`config.mk`:
```
export PLATFORM = sky130hd
export DESIGN_NAME = uart_programmer
export DESIGN_NICKNAME = d
export VERILOG_FILES = /design/src/rtl/uart_programmer.sv
export SDC_FILE = /design/constraint.sdc
export NUM_CORES = 1
export LEC_CHECK = 0
export ABC_AREA = 1
export BUFFER_PORTS_ARGS = -buffer_cell sky130_fd_sc_hd__clkbuf_2
export CAP_MARGIN = 40
export CORE_AREA = 2 2 163 133
export CTS_CLUSTER_SIZE = 8
export DETAILED_ROUTE_END_ITERATION = 10
export DIE_AREA = 0 0 165 135
export PLACE_DENSITY = 0.48
export SLEW_MARGIN = 20
export SYNTH_ARGS = -nofsm -noshare
export SYNTH_HDL_FRONTEND = slang
export SYNTH_SLANG_ARGS = --single-unit
```
`constraint.sdc`:
```
create_clock -name clk -period 4.15 [get_ports clk]
set_input_delay 0.83 -clock clk [delete_from_list [all_inputs] [get_ports clk]]
set_output_delay 0.83 -clock clk [all_outputs]
set_load 0.01 [all_outputs]
```
`src/rtl/uart_programmer.sv`:
```
// rtl/uart_programmer.sv - UART boot loader driving the upg_* memory programming port
module uart_programmer #(
  parameter int CLKS_PER_BIT = 87
) (
  input  logic        clk,
  input  logic        rst,
  input  logic        start_pg,
  input  logic        rx,
  output logic        upg_wen_o,
  output logic [14:0] upg_adr_o,
  output logic [31:0] upg_dat_o,
  output logic        upg_done_o,
  output logic        upg_err_o
);

  localparam int HALF = CLKS_PER_BIT / 2;
  localparam int CW   = $clog2(CLKS_PER_BIT + 1);

  typedef enum logic [1:0] {RX_IDLE, RX_START, RX_DATA, RX_STOP} rx_state_t;
  typedef enum logic [2:0] {IDLE, HDR_TGT, HDR_LO, HDR_HI, DATA} state_t;

  logic            rx_s1, rx_s2, rx_prev;
  rx_state_t       rx_state, rx_state_nxt;
  logic [CW-1:0]   rx_cnt;
  logic [2:0]      bit_idx;
  logic [7:0]      rx_shift;
  logic            rx_tick, byte_valid, frame_err;

  state_t          state, state_nxt;
  logic            target;
  logic [7:0]      n_lo;
  logic [15:0]     words_left;
  logic [13:0]     addr;
  logic [1:0]      byte_cnt;
  logic [23:0]     word;
  logic            strobe_set, hdr_bad, hdr_tgt_ok;

  // The start check lands half a bit in; every later sample is a full bit apart.
  assign rx_tick    = (rx_state == RX_START) ? (rx_cnt == CW'(HALF)) : (rx_cnt == CW'(CLKS_PER_BIT));
  assign hdr_tgt_ok = (rx_shift == 8'h00) || (rx_shift == 8'h01);

  // Two-flop synchroniser plus a delayed copy for falling-edge detection; idles high.
  always_ff @(posedge clk or negedge rst) begin
    if (!rst) begin
      rx_s1   <= 1'b1;
      rx_s2   <= 1'b1;
      rx_prev <= 1'b1;
    end else begin
      rx_s1   <= rx;
      rx_s2   <= rx_s1;
      rx_prev <= rx_s2;
    end
  end

  // Receiver next state; byte_valid / frame_err pulse in the stop-sample cycle.
  always_comb begin
    rx_state_nxt = rx_state;
    byte_valid   = 1'b0;
    frame_err    = 1'b0;
    case (rx_state)
      RX_IDLE:  if (!rx_s2 && rx_prev) rx_state_nxt = RX_START;
      RX_START: if (rx_tick) rx_state_nxt = rx_s2 ? RX_IDLE : RX_DATA;
      RX_DATA:  if (rx_tick && bit_idx == 3'd7) rx_state_nxt = RX_STOP;
      RX_STOP: begin
        if (rx_tick) begin
          rx_state_nxt = RX_IDLE;
          byte_valid   = rx_s2;
          frame_err    = !rx_s2;
        end
      end
      default:  rx_state_nxt = RX_IDLE;
    endcase
  end

  // Receiver state, bit timer and LSB-first shift register.
  always_ff @(posedge clk or negedge rst) begin
    if (!rst) begin
      rx_state <= RX_IDLE;
      rx_cnt   <= '0;
      bit_idx  <= '0;
      rx_shift <= '0;
    end else begin
      rx_state <= rx_state_nxt;
      if (rx_state == RX_IDLE || rx_tick) rx_cnt <= CW'(1);
      else                                rx_cnt <= rx_cnt + CW'(1);
      if (rx_state == RX_IDLE) bit_idx <= '0;
      if (rx_state == RX_DATA && rx_tick) begin
        rx_shift <= {rx_s2, rx_shift[7:1]};
        bit_idx  <= bit_idx + 3'd1;
      end
    end
  end

  // Frame decoder next state; start_pg overrides everything, including a due strobe.
  always_comb begin
    state_nxt  = state;
    strobe_set = 1'b0;
    hdr_bad    = 1'b0;
    if (start_pg) begin
      state_nxt = HDR_TGT;
    end else begin
      case (state)
        IDLE: ;
        HDR_TGT: begin
          if (byte_valid) begin
            if (hdr_tgt_ok)                state_nxt = HDR_LO;
            else if (rx_shift == 8'hFF)    state_nxt = IDLE;
            else                           hdr_bad   = 1'b1;
          end
        end
        HDR_LO: if (byte_valid) state_nxt = HDR_HI;
        HDR_HI: if (byte_valid) state_nxt = ({rx_shift, n_lo} == 16'd0) ? HDR_TGT : DATA;
        DATA: begin
          if (byte_valid && byte_cnt == 2'd3) strobe_set = 1'b1;
          if (upg_wen_o && words_left == 16'd1) state_nxt = HDR_TGT;
        end
        default: state_nxt = IDLE;
      endcase
    end
  end

  // Frame registers: header fields, word assembly, write strobe and status flags.
  always_ff @(posedge clk or negedge rst) begin
    if (!rst) begin
      state      <= IDLE;
      target     <= 1'b0;
      n_lo       <= '0;
      words_left <= '0;
      addr       <= '0;
      byte_cnt   <= '0;
      word       <= '0;
      upg_wen_o  <= 1'b0;
      upg_adr_o  <= '0;
      upg_dat_o  <= '0;
      upg_done_o <= 1'b1;
      upg_err_o  <= 1'b0;
    end else begin
      state     <= state_nxt;
      upg_wen_o <= strobe_set;
      if (strobe_set) begin
        upg_adr_o <= {target, addr};
        upg_dat_o <= {rx_shift, word};
      end
      if (start_pg) begin
        byte_cnt   <= '0;
        word       <= '0;
        upg_err_o  <= 1'b0;
        upg_done_o <= 1'b0;
      end else begin
        if (frame_err || hdr_bad) upg_err_o <= 1'b1;
        if (state == HDR_TGT && byte_valid) begin
          if (hdr_tgt_ok)          target     <= rx_shift[0];
          if (rx_shift == 8'hFF)   upg_done_o <= 1'b1;
        end
        if (state == HDR_LO && byte_valid) n_lo <= rx_shift;
        if (state == HDR_HI && byte_valid) begin
          words_left <= {rx_shift, n_lo};
          addr       <= '0;
          byte_cnt   <= '0;
        end
        if (state == DATA && byte_valid) begin
          byte_cnt <= byte_cnt + 2'd1;
          case (byte_cnt)
            2'd0:    word[7:0]   <= rx_shift;
            2'd1:    word[15:8]  <= rx_shift;
            2'd2:    word[23:16] <= rx_shift;
            default: ;
          endcase
        end
        if (state == DATA && upg_wen_o) begin
          addr       <= addr + 14'd1;
          words_left <= words_left - 16'd1;
        end
      end
    end
  end

endmodule

```
# == Word-level counts from Yosys, hierarchy flattened ==
# Index checks and enable logic that the tools add are counted.
# op_classes
n_addsub,5
bitwise,1
n_reduce_logical,38
eq_ne,26
n_mux,48
# ops
operator,count
$mux W24,2
$mux W16,2
$mux W3,10
$mux W14,2
$mux W8,3
$mux W1,18
$reduce_bool A2 Y1,9
$eq A16 B1 Y1 const B,1
$logic_not A16 Y1,1
$mux W2,8
$sub A16 B1 Y16 const B,1
$pmux W3 S5,1
$add A14 B1 Y14 const B,1
$ne A3 B3 Y1 const B,4
$reduce_and A2 Y1,6
$logic_and A1 B1 Y1,10
$ne A2 B2 Y1 const B,5
$eq A2 B2 Y1 const B,4
$eq A8 B1 Y1 const B,1
$eq A8 B8 Y1 const B,1
$logic_not A8 Y1,1
$pmux W2 S4,1
$add A7 B1 Y7 const B,1
$eq A7 B6 Y1 const B,1
18 further kinds,24
# totals
in_bits,4
word_cells,139
out_inout_bits,50
reg_bits,141

# == Depth between registers and ports, before layout ==
# Gate-level depths: netlist of the first run.
# logic_depth
ltp_word,10
depth_mapped,12
depth_no_buf,12

# == Worst setup path before layout of the first run ==
# OpenSTA, ideal clock, no wires.
# synth_timing
path_kind,input to register
start,input port start_pg
end,register addr[10]
slack_ns,2.281
n_path_buf,3
stages,6
t_required_ns,4.033
arrival_ns,1.751
setup_time_ns,0.117
cell_sequence,buf_2 > clkinv_1 > clkbuf_1 > buf_2 > nand3_1 > nand2_1
# synth_between
elab_chain_cells,2
# synth_rtl
item,line,rtl
from (decl),7,"input logic start_pg,"
$not A1 Y1 (no source line),n/a,
$reduce_and A2 Y1 (no source line),n/a,
to (signal assigned),171,addr <= addr + 14'd1;
to (decl),33,logic [13:0] addr;
# No other way between the ends.
# A chain may end at the register's enable or synchronous reset.

# == Worst setup path in the final report of the first run ==
# layout_timing
start,register state[1]
end,register words_left[15]
# layout_between
elab_chain_cells,4
elab_cells_between_ends,7
classes_between,eq/ne: 2; mux: 1; reduce/logical: 4
# layout_rtl
item,line,rtl
from (decl),29,"state_t state, state_nxt;"
from (signal assigned),138,state <= state_nxt;
$eq A3 B2 Y1 or $eq A3 B3 Y1 (tied branches),"156, 170",
$logic_and A1 B1 Y1 (on tied branches),"156, 170",
$reduce_bool A2 Y1 (no source line),n/a,
$reduce_and A2 Y1 (no source line),n/a,
to (signal assigned),157,"words_left <= {rx_shift, n_lo};"
to (signal assigned),172,words_left <= words_left - 16'd1;
to (decl),32,logic [15:0] words_left;
# Several ways; a longest one is shown, not always the timed one.

==> impl_metrics.toml, run 1 <==
[timing]
worst_relative_slew_slack = 0.464
min_period_ns = 2.38
slew_viol_final = 0
setup_repair_after_global_routing_missed_its_margin = "no"
finalWorstSetupSlack_ns = 1.77
worstMarginPinSlew_ns = 0.803
setup_tns_ns = 0
setup_viol_count_final = 0
timing.clock.skew_ns = 0.00763
final_critical_path_share_of_the_clock_period = 0.572
max_freq_mhz = 421
report.final.hold_viol_count = 0

[detailed_routing]
antenna_left = 0
via_total_after_detailed_routing = 5924
post_drt_via_cell_ratio = 4.92
drt_pass1_iterations = 5
avgRoutedWirePerCell_um = 15.4
drt_iter0_drc = 377
routed_wl_mm = 18.6
remaining_drc_errors = 0

[grt]
grt_pass1_wl_mm = 30.9
number_of_global_route_vias_before_repair = 5712
grt_use_total = 0.177
grt_antenna_before_repair = 0
grt_start_max_net_pins = 84
global_route.overflow_total = 0

[power_and_ir_drop]
static-leakage-power_nw = 4.28
peakVddDrop_v = 0.000216
powerDensity_nw_per_um2 = 389
totalPowerFinal_mw = 3.17

[logic_synthesis]
syn_inst = 885
syn-mean-instance-area_sq_um = 8.05
synth_cell_types = 39
asyncSetResetFlopFracSynth = 1.00
postSynthNetCount = 899
mappedNetlistArea_sq_um = 7120
synth-main-ff-cell = "dfrtp_1"
synthesis.yosys.warnings = 0
synth_edf_count = 0
ys_ff_latch = 141
synth-seq-area-share = 0.496

[layout]
insertedDiodeCount = 0
areaGrowthSynthToFinish_pct = 14.3
drive_above_1_share = 0.141
final.fill_count = 2111
num-nets-final = 937
layout_commonest_cell = "nand2_1"
sequential_cell_area_sq_um = 3530
multi_input_area_sq_um = 3120
final-instance-count-excl-fill = 1205
layout.cells.most_common_list = "nand2_1 (282), dfrtp_1 (137), nand3_1 (130)"
design_area_final_sq_um = 8140

[clocking]
worst_setup_hold_path_clk_slew_ns = 0.07
cts_hold_repair_buffers = 0
cts_resized = 0
tritoncts = "done"
cts_buffer_depth = 2
clk-insertion-delay-late_ns = 0.43
clock-sinks = 141
tritoncts_buffer_count = 17
cts_htree_levels = 4
cts_post_setup_buffers_inserted = 0
cts.root.buffer_cell = "clkbuf_16"

[floorplan]
standard_cell_row_count = 47
floorplan.die.width_um = 165
floorplan.core_area_sq_um = 20500
start_util = 0.347
number_of_top_level_design_ports = 54
dieHeight_um = 135
die_area_sq_um = 22300

[placed_design]
pre_cts_slack_ns = 1.61
numPlacedInstances = 1172
dpl_cell_area_sq_um = 7530
place_hpwl_mm = 12.1
numPortBuffers = 53
gp_congestion = 0.776

[critical_path]
maximum_fanout_encountered_on_the_critical_timing_path = 30
critPathRequiredTime_ns = 4.46
worst_setup_path_start_kind = "flip-flop"
cp_data_arrival_time_ns = 2.69
timing.critical_path.to_type = "flip-flop"
timing.setup.critical_path_class = "flip-flop to flip-flop"

[status]
run_status = "finished, final reports clean"

[hold_path]
worstHoldPathType = "input pin to asynchronous set/reset pin"

[flow_run]
maximum_capacitance_violations = 0
## routing by layer
metal	vias up	wire (um)	track usage
met5	-	0	0
met4	0	195	0.0488
met3	20	708	0.0356
met2	104	7840	0.257
met1	2805	9830	0.267
li1	2995	-	-
## synth_stat cells (2+ instances only)
library cell,count,area (sq um)
nand3_1,130,651
nand3_4,2,35.0
nor2_1,79,297
nand2_4,2,22.5
a21oi_1,6,30.0
nor2_2,2,12.5
nor3b_1,2,15.0
xnor2_1,2,17.5
inv_1,49,184
buf_4,2,15.0
clkbuf_1,17,63.8
buf_6,8,90.1
inv_2,6,22.5
dfrtp_1,137,3430
o21ai_2,8,70.1
nand2_2,7,43.8
nor3_1,10,50.1
o21ai_0,27,135
buf_2,11,55.1
buf_8,2,30.0
xor2_1,10,87.6
nand4_1,52,325
nand2_1,282,1060
dfstp_2,4,105
nor2_4,2,22.5
or2_2,3,18.8
clkinv_1,2,7.51
ha_1,10,125
## cell families (layout without fill, tap and decap cells)
group	Yosys count	in the layout	synth area share
simple gates	577	577	0.366
buf+inv	98	149	0.0664
xor+xnor	12	12	0.0148
compound gates	47	47	0.0393
flops	141	141	0.496
fa+ha+maj	10	10	0.0176
## final cells by class
| class | count | area share |
|---|---|---|
| Multi-Input combinational cell | 646 | 0.383 |
| Sequential cell | 141 | 0.434 |
| Clock buffer | 17 | 0.0522 |
| Timing Repair Buffer | 60 | 0.0438 |
| Inverter | 57 | 0.0263 |
| Tap cell | 269 | 0.0413 |
| Clock inverter | 15 | 0.0194 |
## worst paths after layout
path / to / depth (start not counted) / slack, ns / from
min in group clk: rx_s2 / 0 / 0.36 / rx_s1
worst min register to register: rx_s2 / 0 / 0.36 / rx_s1
worst max-delay path: words_left[15] / 8 / 1.77 / state[1]
worst min-delay path: words_left[6] / 1 / 0.19 / rst
max in group asynchronous: word[15] / 2 / 3.36 / rst
worst max register to register: words_left[15] / 8 / 1.77 / state[1]
## registers in the layout (all words and copies together) (netlist names), 2 cells and up, named ones only
signal / count
upg_dat_o: 32
word: 24
words_left: 16
upg_adr_o: 15
addr: 14
n_lo: 8
rx_shift: 8
rx_cnt: 7
bit_idx: 3
state: 3
byte_cnt: 2
## report_power, final
part | switching, mW | internal (mW)
clock | 0.677 | 0.846
sequential | 0.0330 | 1.41
combinational | 0.140 | 0.0592
total | 0.851 | 2.31
## critical path, cell delays in order, from the launching register on
cell     delay [ns]
dfrtp_1        0.42
nor2_2         0.18
nand2_2        0.14
nor2_4         0.43
inv_2          0.32
nor2_1         0.23
inv_2          0.28
nand3_1        0.18
nand2_1        0.06
## through the flow
stage / hold slack [ns] / utilization
global placement: 0.346 / 0.367
CTS: 0.358 / 0.395
global route: 0.177 / 0.397
finish: 0.187 / 0.397
detailed placement: 0.349 / 0.367
floorplan: 0.345 / -
(Power assumes the default switching activity.)
==> run 2, diff against run 1 <==
--- a/config.mk
+++ b/config.mk
@@ -5,14 +5,14 @@
 export SDC_FILE = /design/constraint.sdc
 export NUM_CORES = 1
 export LEC_CHECK = 0
-export ABC_AREA = 1
+export ABC_AREA = 0
 export BUFFER_PORTS_ARGS = -buffer_cell sky130_fd_sc_hd__clkbuf_2
 export CAP_MARGIN = 40
-export CORE_AREA = 2 2 163 133
+export CORE_AREA = 2 2 155 127
 export CTS_CLUSTER_SIZE = 8
 export DETAILED_ROUTE_END_ITERATION = 10
-export DIE_AREA = 0 0 165 135
-export PLACE_DENSITY = 0.48
+export DIE_AREA = 0 0 157 129
+export PLACE_DENSITY = 0.5
 export SLEW_MARGIN = 20
 export SYNTH_ARGS = -nofsm -noshare
 export SYNTH_HDL_FRONTEND = slang
==> constraint.sdc (replaced) <==
create_clock -name clk -period 2.1 [get_ports clk]
set_input_delay 0.42 -clock clk [delete_from_list [all_inputs] [get_ports clk]]
set_output_delay 0.42 -clock clk [all_outputs]
set_load 0.01 [all_outputs]
==> run 2 against run 1 <==
Against the previous run: first-iteration DRC count is 29% lower; fmax rose by 16%; die area decreased by 9.1%; critical path depth fell by 2; design area grew 2.1%; clock-buffer cell count increased by 1; utilization increased by 4.9 points; synthesized area down 9.4%; via count shrank 17%; total power is 99% higher; non-clock buffer count increased by 65.
==> impl_metrics.toml, run 2 <==
[critical_path]
regToRegStartpoint = "state[0]"
timing.setup.critical_path_class = "flip-flop to flip-flop"
worstSetupStartpoint = "state[0]"
worst_setup_path_start_kind = "flip-flop"
maximum_fanout_encountered_on_the_critical_timing_path = 7
critPathRequiredTime_ns = 2.41
cp_data_arrival_time_ns = 2.37
timing.critical_path.to_type = "flip-flop"

[layout]
layout.cells.most_common_list = "dfrtp_1 (137), buf_4 (54), clkbuf_2 (52)"
layout_commonest_cell = "dfrtp_1"
final.fill_count = 1746
largest_reg_flops = 32
finalCoreUtilization = 0.446
num-nets-final = 706
areaGrowthSynthToFinish_pct = 28.9
drive_above_1_share = 0.334
design_area_final_sq_um = 8310
insertedDiodeCount = 0
reg_top3 = "upg_dat_o (32), word (24), words_left (16)"
registers.top_by_ff_count = "upg_dat_o"
final-instance-count-excl-fill = 962

[logic_synthesis]
synthesis.yosys.warnings = 0
synth_area_leaders = "dfrtp_1 (53%), mux2_2 (9.4%), nand3_1 (3.6%), a21oi_1 (3.5%), nand2_1 (2.9%)"
ys_ff_latch = 141
mappedNetlistArea_sq_um = 6450
asyncSetResetFlopFracSynth = 1.00
postSynthNetCount = 604
synth-seq-area-share = 0.548
syn-mean-instance-area_sq_um = 10.9
synth-main-ff-cell = "dfrtp_1"
yosys.area.top_type_share = 0.531
synth_cell_types = 60
yosys.area.top_type = "dfrtp_1"
syn_inst = 590
synth.most_common_cell = "dfrtp_1"
post_synth_most_frequent_cells = "dfrtp_1 (137), mux2_2 (54), nand2_1 (49)"
synth_edf_count = 0

[detailed_routing]
post_drt_via_cell_ratio = 5.08
remaining_drc_errors = 0
via_total_after_detailed_routing = 4888
antenna_left = 0
drt_iter0_drc = 266
routed_wl_mm = 16.5
drt_pass1_iterations = 4
avgRoutedWirePerCell_um = 17.2

[floorplan]
die_area_sq_um = 20300
standard_cell_row_count = 45
number_of_top_level_design_ports = 54
floorplan.die.width_um = 157
floorplan.core_area_sq_um = 18600
dieHeight_um = 129
start_util = 0.346

[clocking]
cts_htree_levels = 4
clock-sinks = 141
tritoncts = "done"
clk-insertion-delay-late_ns = 0.43
tritoncts_buffer_count = 17
worst_setup_hold_path_clk_slew_ns = 0.06
cts_buffer_depth = 2
cts.root.buffer_cell = "clkbuf_16"

[placed_design]
numPlacedInstances = 917
dpl_cell_area_sq_um = 7350
place_hpwl_mm = 10.9
numPortBuffers = 53
gp_congestion = 0.828

[timing]
min_period_ns = 2.06
worst_relative_slew_slack = 0.651
slew_viol_final = 0
setup_repair_after_global_routing_missed_its_margin = "yes"
fin_worst_hold_slack_ns = 0.0775
max_freq_mhz = 486
worstMarginPinSlew_ns = 0.518
timing.clock.skew_ns = 0.0123
report.final.hold_viol_count = 0
setup_viol_count_final = 0
final_critical_path_share_of_the_clock_period = 0.979

[grt]
grt_use_total = 0.166
number_of_global_route_vias_before_repair = 4795
grt_pass1_wl_mm = 25.8
global_route.overflow_total = 0
grt_antenna_before_repair = 0
grt_start_max_net_pins = 52

[power_and_ir_drop]
peakVddDrop_v = 0.000517
powerDensity_nw_per_um2 = 759
totalPowerFinal_mw = 6.31
static-leakage-power_nw = 3.76

[hold_path]
worstHoldPathType = "input pin to flip-flop"
holdCritStartpoint = "rx"

[flow_run]
maximum_capacitance_violations = 0

[status]
run_status = "finished, final reports clean"
[run 2: kinds of logic (layout without fill, tap and decap cells)]
family | after synthesis | in the layout | synth area share
fa+ha+maj | 10 | 10 | 0.0194
buf+inv | 52 | 166 | 0.0378
compound gates | 108 | 108 | 0.102
simple gates | 202 | 202 | 0.163
mux | 66 | 66 | 0.115
flops | 141 | 141 | 0.548
xor+xnor | 11 | 11 | 0.0149
[run 2: worst max-delay path, stage by stage, from the launching register on]
cell and delay (ns):
dfrtp_1 0.41, or3b_4 0.40, nor4_4 0.23, and3b_2 0.27
buf_6 0.14, clkbuf_16 0.16, mux2_2 0.33
[run 2: per-stage QoR]
stage / setup TNS [ns] / setup WS (ns)
global route: -0.498 / -0.0365
floorplan: 0 / 0.0282
finish: 0 / 0.0442
global placement: 0 / 0.0422
CTS: -0.00752 / -0.00343
detailed placement: -0.536 / -0.0387
[run 2: repair_timing]
action,in CTS,in global routing
gates cloned,1,5
setup endpoints to repair,29,78
setup buffers,2,5
resized for setup,2,56
endpoints found under the hold margin,43,0
hold buffers,1,0
pin swaps,1,1
[run 2: area by class of cell]
cell class / instances / area [sq um] / share of cell area
Clock buffer: 18 / 439 / 0.0528
Clock inverter: 13 / 106 / 0.0128
Inverter: 10 / 37.5 / 0.00451
Multi-Input combinational cell: 397 / 2880 / 0.346
Sequential cell: 141 / 3530 / 0.425
Tap cell: 258 / 323 / 0.0388
Timing Repair Buffer: 125 / 997 / 0.120
[run 2: routing by layer]
metal,vias to the layer above,wire (um),GRT usage
met4,0,255,0.0567
li1,2342,-,-
met1,2412,8150,0.234
met3,16,638,0.0357
met5,-,0,0
met2,118,7490,0.254
[run 2: path summary, 6_finish.rpt]
kind | endpoint | slack (ns) | depth (start not counted)
max in group asynchronous | upg_done_o | 0.93 | 3
setup / recovery | upg_adr_o[8] | 0.04 | 6
setup reg to reg | upg_adr_o[8] | 0.04 | 6
min in group asynchronous | upg_adr_o[4] | 0.51 | 2
hold / removal | rx_s1 | 0.08 | 1
hold reg to reg | rx_s2 | 0.37 | 0
[run 2: where the power goes]
group,internal (mW),switching [mW]
combinational,0.278,0.300
clock,1.56,1.24
sequential,2.82,0.108
total,4.66,1.65
